### src/rtl/sram_arb_pkg.sv
// rtl/sram_arb_pkg.sv - shared encodings for the capture SRAM arbiter
package sram_arb_pkg;

  typedef enum logic [1:0] {
    ST_IDLE   = 2'd0,
    ST_SETUP  = 2'd1,
    ST_STROBE = 2'd2,
    ST_HOLD   = 2'd3
  } arb_state_t;

  localparam logic REQ_LOG  = 1'b0;
  localparam logic REQ_HOST = 1'b1;

  localparam logic CMD_READ  = 1'b0;
  localparam logic CMD_WRITE = 1'b1;

endpackage

### src/rtl/sram_arbiter.sv
// rtl/sram_arbiter.sv - logger/host arbiter and strobe sequencer for the capture SRAM
module sram_arbiter
  import sram_arb_pkg::*;
#(
  parameter int ADDR_W        = 17,
  parameter int DATA_W        = 8,
  parameter int STROBE_CYCLES = 2,
  parameter int MAX_LOG_BURST = 4
) (
  input  logic              clk,
  input  logic              rst,
  input  logic              log_req,
  input  logic [ADDR_W-1:0] log_addr,
  input  logic [DATA_W-1:0] log_wdata,
  output logic              log_ack,
  input  logic              host_req,
  input  logic              host_we,
  input  logic [ADDR_W-1:0] host_addr,
  input  logic [DATA_W-1:0] host_wdata,
  output logic              host_ack,
  output logic [DATA_W-1:0] host_rdata,
  output logic              sram_cen,
  output logic              sram_oen,
  output logic              sram_wen,
  output logic [ADDR_W-1:0] sram_addr,
  output logic [DATA_W-1:0] sram_dout,
  output logic              sram_dout_en,
  input  logic [DATA_W-1:0] sram_din
);

  localparam int CNT_W   = (STROBE_CYCLES > 1) ? $clog2(STROBE_CYCLES) : 1;
  localparam int BURST_W = $clog2(MAX_LOG_BURST + 1);

  arb_state_t          state, state_nxt;
  logic [CNT_W-1:0]    strobe_cnt;
  logic [BURST_W-1:0]  burst_cnt;
  logic                owner_q;
  logic                we_q;
  logic [ADDR_W-1:0]   addr_q;
  logic [DATA_W-1:0]   wdata_q;
  logic                grant;
  logic                host_wins;

  // Host only overtakes the logger once the logger has used its whole burst allowance.
  assign grant     = log_req || host_req;
  assign host_wins = host_req && (!log_req || (burst_cnt == BURST_W'(MAX_LOG_BURST)));

  assign sram_addr = addr_q;
  assign sram_dout = wdata_q;

  always_ff @(posedge clk) begin
    if (rst) begin
      state      <= ST_IDLE;
      strobe_cnt <= '0;
      burst_cnt  <= '0;
      owner_q    <= REQ_LOG;
      we_q       <= CMD_READ;
      addr_q     <= '0;
      wdata_q    <= '0;
      host_rdata <= '0;
    end else begin
      state <= state_nxt;
      case (state)
        ST_IDLE: begin
          if (grant) begin
            owner_q <= host_wins ? REQ_HOST : REQ_LOG;
            we_q    <= host_wins ? host_we : CMD_WRITE;
            addr_q  <= host_wins ? host_addr : log_addr;
            wdata_q <= host_wins ? host_wdata : log_wdata;
          end
          if (!host_req || host_wins) begin
            burst_cnt <= '0;
          end else if (burst_cnt != BURST_W'(MAX_LOG_BURST)) begin
            burst_cnt <= burst_cnt + 1'b1;
          end
        end
        ST_SETUP: strobe_cnt <= CNT_W'(STROBE_CYCLES - 1);
        ST_STROBE: begin
          strobe_cnt <= strobe_cnt - 1'b1;
          if (strobe_cnt == '0 && !we_q) begin
            host_rdata <= sram_din;
          end
        end
        default: ;
      endcase
    end
  end

  always_comb begin
    state_nxt    = state;
    sram_cen     = 1'b0;
    sram_oen     = 1'b0;
    sram_wen     = 1'b0;
    sram_dout_en = 1'b0;
    log_ack      = 1'b0;
    host_ack     = 1'b0;
    case (state)
      ST_IDLE: begin
        if (grant) state_nxt = ST_SETUP;
      end
      ST_SETUP: begin
        sram_cen     = 1'b1;
        sram_dout_en = we_q;
        state_nxt    = ST_STROBE;
      end
      ST_STROBE: begin
        sram_cen     = 1'b1;
        sram_dout_en = we_q;
        sram_wen     = we_q;
        sram_oen     = !we_q;
        if (strobe_cnt == '0) state_nxt = ST_HOLD;
      end
      ST_HOLD: begin
        sram_cen     = 1'b1;
        sram_dout_en = we_q;
        log_ack      = (owner_q == REQ_LOG);
        host_ack     = (owner_q == REQ_HOST);
        state_nxt    = ST_IDLE;
      end
      default: state_nxt = ST_IDLE;
    endcase
  end

endmodule

### config.mk
export PLATFORM = sky130hd
export DESIGN_NAME = sram_arbiter
export DESIGN_NICKNAME = d
export VERILOG_FILES = /design/src/rtl/sram_arb_pkg.sv /design/src/rtl/sram_arbiter.sv
export SDC_FILE = /design/constraint.sdc
export NUM_CORES = 1
export LEC_CHECK = 0
export CAP_MARGIN = 30
export CORE_MARGIN = 1.5
export CORE_UTILIZATION = 30
export DETAILED_ROUTE_END_ITERATION = 16
export HOLD_SLACK_MARGIN = 0.03
export PLACE_DENSITY_LB_ADDON = 0.15
export SLEW_MARGIN = 20
export SYNTH_ARGS = -nofsm -noshare
export SYNTH_HDL_FRONTEND = slang
export SYNTH_SLANG_ARGS = --single-unit
export TNS_END_PERCENT = 30
### constraint.sdc
create_clock -name clk -period 2.21 [get_ports clk]
set_clock_uncertainty 0.05 [all_clocks]
set_input_delay 0.663 -clock clk [delete_from_list [all_inputs] [get_ports clk]]
set_output_delay 0.663 -clock clk [all_outputs]
set_load 0.05 [all_outputs]
=== Word-level counts from Yosys, hierarchy flattened ===
Index checks and enable logic that the tools add are counted.

* Logic and storage cells: 51
* Input bits: 63
* Register bits: 41

* Reduce and logical (&&, ||, !) cells: 16
* $add $sub $neg: 2
* Eq/ne operators: 7
* Muxes and demuxes: 16
* Bitwise logic cells: 2

{| class="wikitable"
|+ Operator list
! operator !! number
|-
| $mux 17 || 1
|-
| $mux 1 || 8
|-
| $mux 8 || 1
|-
| $pmux 2 s4 || 1
|-
| $reduce_and 2->1 || 4
|-
| $mux 3 || 2
|-
| $eq 2x2->1 const B || 2
|-
| $mux 2 || 2
|-
| $ne 2x2->1 const B || 2
|-
| $reduce_bool 2->1 || 2
|-
| $add 3x1->3 const B || 1
|-
| $eq 3x3->1 const B || 1
|-
| $logic_not 1->1 || 3
|-
| $logic_or 1x1->1 || 3
|-
| $ne 3x3->1 const B || 1
|-
| $reduce_or 3->1 || 1
|-
| $eq 2x1->1 const B || 1
|-
| $logic_and 1x1->1 || 2
|-
| $logic_not 2->1 || 1
|-
| $not 1->1 || 2
|-
| $pmux 1 s2 || 1
|-
| $sub 1x1->1 const B || 1
|}

=== Depth between registers and ports, before layout ===
* Word-level depth: 6
* Depth in mapped cells: 7

=== Worst setup path after synthesis ===
OpenSTA, ideal clock, no wires.

* Kind: register to output
* Start: register state[0]
* End: output sram_dout_en
* Stages on the path, launching flop included: 5
* Arrival: 1.457 ns
* Required time: 1.497 ns
* Slack: 0.040 ns
* Path buffers: 1
* Cells stage by stage: dfxtp_1 > inv_1 > ha_1 > clkbuf_1 > nor2b_1

* Word-level cells in the longest chain between the ends: 3
* Elaborated cells on any way between the ends: 5
* Classes of those cells: eq/ne (3); mux (1); reduce/logical (1)

{| class="wikitable"
|+ RTL lines
! element !! line !! source
|-
| start, declared || sram_arbiter.sv:34 || <nowiki>arb_state_t state, state_nxt;</nowiki>
|-
| start signal, assigned || sram_arbiter.sv:62 || <nowiki>state <= state_nxt;</nowiki>
|-
| $eq 2x2->1 / $eq 2x1->1 (equally long branches) || sram_arbiter.sv:97 || <nowiki>case (state)</nowiki>
|-
| $reduce_or 3->1 (no line) * || n/a ||
|-
| $mux 1 * || sram_arbiter.sv:97 ||
|-
| end, declared || sram_arbiter.sv:27 || <nowiki>output logic sram_dout_en,</nowiki>
|}

Every way passes the cells marked *; elsewhere a longest branch is shown, timed or not.

=== Worst setup path after layout ===
* Start: register host_rdata[2]
* End: output host_rdata[2]

{| class="wikitable"
|+ RTL lines
! element !! line !! source
|-
| start, declared || sram_arbiter.sv:21 || <nowiki>output logic [DATA_W-1:0] host_rdata,</nowiki>
|-
| start signal, assigned || sram_arbiter.sv:81 || <nowiki>host_rdata <= sram_din;</nowiki>
|}

No word-level cell between the ends.

==> summary.md <==
| Metric | Value |
|---|---|
| Run status | `finished clean` |
| Final #Nets | `391` |
| Die width | `84.0 um` |
| Total global-route track usage | `0.166` |
| Top cell type by total area after synthesis | `dfxtp_1` |
| Sequential-to-total area share from yosys stat | `0.417` |
| Initial drt markers | `102` |
| Finished Core Util | `0.512` |
| DR WL/cell | `14.0 um` |
| Number of distinct standard cells referenced by the synthesized netlist | `32` |
| Total Die Area | `0.00706 sq mm` |
| TritonCTS clock tree | `built` |
| Setup Viol. Count Final | `0` |
| YS warnings | `0` |
| Data required, critical path | `1500 ps` |
| Number of antenna violations at the first check in global routing | `0` |
| Highest Clock Rate | `464 MHz` |
| Synth Register Bits | `41` |
| Count of port buffers added during placement | `101` |
| ANT cells | `0` |
| Maximum number of pins on one net before global-route repair | `42` |
| Post-layout minimum cycle time | `2160 ps` |
| DP HPWL | `3890 um` |
| Gate family responsible for the most delay along the worst path | `buffers and inverters` |
| Initial cell density of the core | `0.310` |
| Tcrit/Tclk final | `0.976` |
| Die boundary height | `84.0 um` |
| Slowest stage cell on the critical path | `clkdlybuf4s50_1` |
| Total via count after detailed routing | `1996` |
| Unrepaired setup endpoints after global routing | `false` |
| Ratio of cells with drive above 1 in the final layout | `0.105` |
| Crit Path Category | `register to primary output` |
| Total setup buffers inserted after CTS | `0` |
| Arrival time reported for the critical path endpoint | `1440 ps` |
| Max-cap violation count | `0` |
| LEAKAGE | `0.00123 uW` |
| Sum of overflow across all layers after global routing | `0` |
| Root buf cell | `clkbuf_8` |
| Clock Path Buffers | `2` |
| Kind of start point of the critical path | `register` |
| Final routed wirelength across all metal layers | `5590 um` |
| Worst-Skew Late Latency | `290 ps` |
| IR Drop Worst-Case VDD | `0.653 mV` |
| Number of endpoints with negative hold slack in the final report | `0` |
| Core ar. | `0.00635 sq mm` |
| Placer congestion estimate | `0.704` |
| Largest stage delay on the critical path | `810 ps` |
| Pwr dens | `1200 mW/mm^2` |
| Pins Over Slew Limit | `0` |
| Post-detailed-route via-to-cell ratio | `4.99` |
| Detailed Routing Iterations Pass 1 | `4` |
| CTS Buf Count | `5` |
| Area share of the largest cell type after synthesis | `0.417` |
| Post-route DRC violation count | `0` |
| Number of buffers and inverters on the critical path | `1` |
| Most frequent cells in the layout | `clkdlybuf4s50_1, dfxtp_1, nor2_1` |
| Clock-pin slew on the worst setup and hold paths | `80 ps` |
| Pin slew with the least headroom to its limit | `507 ps` |
| Syn_nets | `296` |
| Worst slew margin relative to its limit | `0.661` |
| Post-route antenna net violation count | `0` |
| Path category of the worst min-delay check | `register to register` |
| Synth top area cells | `dfxtp_1, a311oi_1, nor2_1` |
| Clock H-tree levels | `2` |
| Cells after synthesis | `227` |
| Global-route wire length before repair | `9620 um` |
| Area of the mapped netlist | `0.00197 sq mm` |
| Vias in the first global route | `2071` |
| # IOs | `102` |
| Cell breakdown of the critical path | `clkdlybuf4s50_1` |
| Mean Syn Cell Area | `8.67 sq um` |
| Endpoint kind of the worst setup timing path | `primary output` |
| Row count | `29` |
| Total negative slack for setup checks | `0 ps` |
| Most common library cell in the layout ignoring fill and taps | `clkdlybuf4s50_1` |
| Critical path peak fanout | `2` |
| Number of clock sinks seen by CTS | `41` |
| Area added between synthesis and finish | `65.1%` |
## logic make-up after synthesis
logic type	synth area share
AND/OR/NAND/NOR	0.181
AO/OA/AOI/OAI	0.218
flip-flops	0.417
buffers and inverters	0.0915
multiplexers	0.0458
adder cells (fa/ha/maj)	0.0381
XOR/XNOR	0.00890
## stage by stage
step / std cells / hold slack, ps / power (uW) / setup slack [ps] / cell area (sq um)
detailed placement: 392 / 436 / 3280 / 39.1 / 3120
global placement: 392 / 424 / 3270 / 65.8 / 3120
CTS: 400 / 452 / 3930 / 6.66 / 3240
global route: 400 / 474 / 4150 / 6.16 / 3250
finish: 400 / 448 / 3900 / 53.3 / 3250
floorplan: 227 / 418 / 2510 / 39.8 / 1970
## worst paths after layout
check / from / endpoint / slack (ps) / cells past startpoint
worst max-delay path: host_rdata[2] / host_rdata[2] / 50 / 1
worst min-delay path: sram_dout[2] / sram_dout[2] / 450 / 2
worst max register to register: state[0] / host_rdata[0] / 640 / 6
worst min register to register: sram_dout[2] / sram_dout[2] / 450 / 2
## metal layers
| layer | track usage | wire length, um | up-vias |
|---|---|---|---|
| li1 | - | - | 1007 |
| met1 | 0.224 | 2580 | 907 |
| met2 | 0.265 | 2580 | 76 |
| met3 | 0.0415 | 388 | 6 |
| met4 | 0.0417 | 46 | 0 |
| met5 | 0 | 0 | - |
## worst reg2reg max path, cell delays in order, from the launching register on
cell and delay (ps):
dfxtp_1 340, inv_1 110, ha_1 260, nor3b_1 220, buf_4 220, mux2i_1 220, nor2_1 50
## Yosys cell counts
| library cell | number |
|---|---|
| nand3_1 | 27 |
| o21a_1 | 1 |
| inv_1 | 6 |
| nor3b_1 | 1 |
| mux2i_1 | 9 |
| o21ai_0 | 20 |
| buf_4 | 3 |
| xnor2_1 | 1 |
| nor2b_1 | 3 |
| a21oi_1 | 3 |
| a311oi_1 | 25 |
| nor4_1 | 1 |
| a21bo_1 | 1 |
| nand2_1 | 2 |
| clkbuf_1 | 6 |
| buf_2 | 8 |
| ha_1 | 6 |
| xor2_1 | 1 |
| nor3_1 | 4 |
| a21o_1 | 1 |
| a211oi_1 | 1 |
| buf_8 | 2 |
| a21boi_4 | 1 |
| clkbuf_2 | 1 |
| o21ai_1 | 7 |
| dfxtp_1 | 41 |
| and2_1 | 2 |
| buf_6 | 3 |
| a32oi_1 | 1 |
| or3b_1 | 1 |
| nor2_1 | 37 |
| inv_2 | 1 |
## sequential cells by signal, indices dropped and copies added (netlist names)
name	cells
sram_addr	17
host_rdata	8
sram_dout	8
burst_cnt	3
state	2
owner_q	1
strobe_cnt	1
we_q	1
## power by group
| group | switching (uW) | total, uW | internal [uW] |
|---|---|---|---|
| logic | 1310 | 2170 | 861 |
| clock network | 263 | 632 | 369 |
| registers | 131 | 1100 | 965 |
## cell type report
| cell class | instances | area (sq um) |
|---|---|---|
| Clock buffer | 7 | 86.3 |
| Clock inverter | 1 | 30.0 |
| Fill cell | 616 | 3100 |
| Inverter | 7 | 26.3 |
| Multi-Input combinational cell | 156 | 976 |
| Sequential cell | 41 | 821 |
| Tap cell | 77 | 96.3 |
| Timing Repair Buffer | 111 | 1210 |
## timing repair
action / CTS / global route
endpoints found under the setup margin: 0 / 5
resized for setup: 0 / 5
hold buffers: 0 / 0
(Power assumes the default switching activity.)
==> patch (same settings) <==
Reset style: asynchronous (`rst`), changed in one clocked block.
--- a/src/rtl/sram_arbiter.sv
+++ b/src/rtl/sram_arbiter.sv
@@ -50,3 +50,3 @@
 
-  always_ff @(posedge clk) begin
+  always_ff @(posedge clk or posedge rst) begin
     if (rst) begin
Formal check against the unedited RTL: differs if rst is asserted again (counterexample within 4 cycles, from zero or initial values and one cycle with rst high); with rst held inactive, the same outputs for 10 cycles.
==> patch against the original RTL <==
  * Sequential cell count is the same
  * Synthesized area grew 9.0%
  * Cell area grew 6.5%
  * Sequential share of layout area grew 4.4 points
  * Maximum frequency shrank 0.54%
  * Total power grew 30%
  * Via count shrank 2.1%
  * First-iteration DRC count shrank 11%
  * Routed wire length grew 8.9%
  * Setup slack lost 12 ps
  * Sequential power grew 19%
  * Critical endpoint is now sram_addr[14]
==> patch: results (changes against the original RTL) <==
metric	value	unit	change
status	complete, no violations		
Initial DRT Pass Iterations	4		unchanged
unique cell type count in the Yosys netlist	27		-16%
dpl ws	-23.2	ps	-62.3 ps
share of post-route cells with drive strength above 1	24.9	%	+14 points
met3 GRT Util	4.43	%	+0.28 points
WHS	445	ps	-2.68 ps
DRT iter0 DRCs	91		-11%
vias in the first global route	1971		-4.8%
Pleak	1.63	nW	+33%
Fill cells	661		+7.3%
first-pass GRT wire length	9880	um	+2.7%
CP Max Fanout	2		unchanged
CTS buffer count	5		unchanged
Clk Latency, worst-skew pair	290	ps	about the same
worst min path class	reg2reg		
Total Routing Usage GR	16.7	%	+0.16 points
post-synth net total	278		-6.1%
M2 GR Usage	25.4	%	-1.2 points
asr flop ratio synth	100	%	+100 points
GP Congestion	0.708		+0.58%
VDD IR-drop max	0.577	mV	-12%
via count of the routed design	1955		-2.1%
DP Wirelength	4330	um	+11%
FF-to-FF End	host_rdata[2]		
reg2reg setup slack	450	ps	-190 ps
reg2reg start	state[0]		
net load switching power	2.50	mW	+47%
Primary FF master, synth	dfrtp_1		
Total Nets Final	381		-2.6%
sequential fraction of the synthesis area	47.8	%	+6.1 points
critical path arrival	1460	ps	+20 ps
# hold bufs at CTS	0		unchanged
synth cell count leaders	nand2_1 (54), dfrtp_1 (41), nand4_1 (25)		
hold_sp	sram_addr[3]		
largest cells by area after synthesis	dfrtp_1 (48%), o211ai_2 (12%), nand2_1 (9.4%), nand4_1 (7.3%), mux2_2 (5.2%)		
Hold EP	sram_addr[3]		
met1 global-route usage	23.6	%	+1.2 points
Post-Route WL	6090	um	+8.9%
Worst-Margin Slew	524	ps	+17.1 ps
Area after DPL	3330	um2	+6.9%
Hold Path Depth	2		unchanged
patch: cell count changes after synthesis, sizes merged, moves of 9 or more:
cell,unedited run,this run
nor2,37,0
mux2i,9,0
nand4,0,25
mux2,0,10
nand2,2,54
dfrtp,0,41
nand3,27,2
o211ai,0,25
dfxtp,41,0
o21ai,27,1
a311oi,25,0
patch: power groups by stage:
| stage | clock, mW | sequential [mW] | combinational [mW] |
|---|---|---|---|
| after floorplan | 0 | 2.28 | 1.13 |
| after global placement | 0 | 1.32 | 3.25 |
| after detailed placement | 0 | 1.32 | 3.29 |
| after CTS | 0.508 | 1.31 | 3.31 |
| after global routing | 0.547 | 1.36 | 3.49 |
| final | 0.488 | 1.31 | 3.27 |
patch: layout make-up:
| class | count | area, um2 | share of cell area, % |
|---|---|---|---|
| repair buffers | 115 | 1200 | 34.6 |
| flip-flops and latches | 41 | 1030 | 29.7 |
| multi-input cells | 142 | 1010 | 29.1 |
| well taps | 96 | 120 | 3.47 |
| clock buffers | 6 | 72.6 | 2.10 |
| inverters | 7 | 26.3 | 0.759 |
| clock inverters | 2 | 10.0 | 0.289 |
patch: what timing repair did:
| item | 4_1_cts | 5_1_grt |
|---|---|---|
| buffers inserted | 0 | 0 |
| endpoints found under the setup margin | 1 | 14 |
| gates resized for setup | 2 | 14 |
patch: metal layers:
layer  share of wire, %  wire (um)
met5                  0          0
met4               0.87         53
met3                6.9        421
met2                 44       2670
met1                 48       2950
patch: per-stage QoR:
stage,instances,util [%],setup TNS [ps]
CTS,409,49.8,0
global placement,401,48.5,0
finish,409,50.4,0
global route,409,50.4,0
detailed placement,401,48.5,-66.0
floorplan,209,-,0
patch: how the worst max path moves through the flow:
stage | start | end | slack (ps) | cells past startpoint
after detailed placement | log_req | sram_dout[2] | -20 | 4
after global routing | sram_addr[6] | sram_addr[6] | 2 | 1
after CTS | sram_addr[16] | sram_addr[16] | 10 | 1
after global placement | log_req | sram_dout[1] | 0.4 | 4
final | sram_addr[14] | sram_addr[14] | 40 | 1
after floorplan | state[0] | sram_dout_en | 20 | 4
patch: kinds of logic after synthesis:
family / after synthesis / share of synthesized area, %
simple gates: 91 / 20.2
fa+ha+maj: 6 / 3.50
compound gates: 35 / 17.2
mux: 10 / 5.25
buf+inv: 26 / 6.01
flops: 41 / 47.8
patch: worst min-delay path: stages (launching register included):
cell	delay, ps
dfrtp_1	350
nand2_1	60
o211ai_2	50
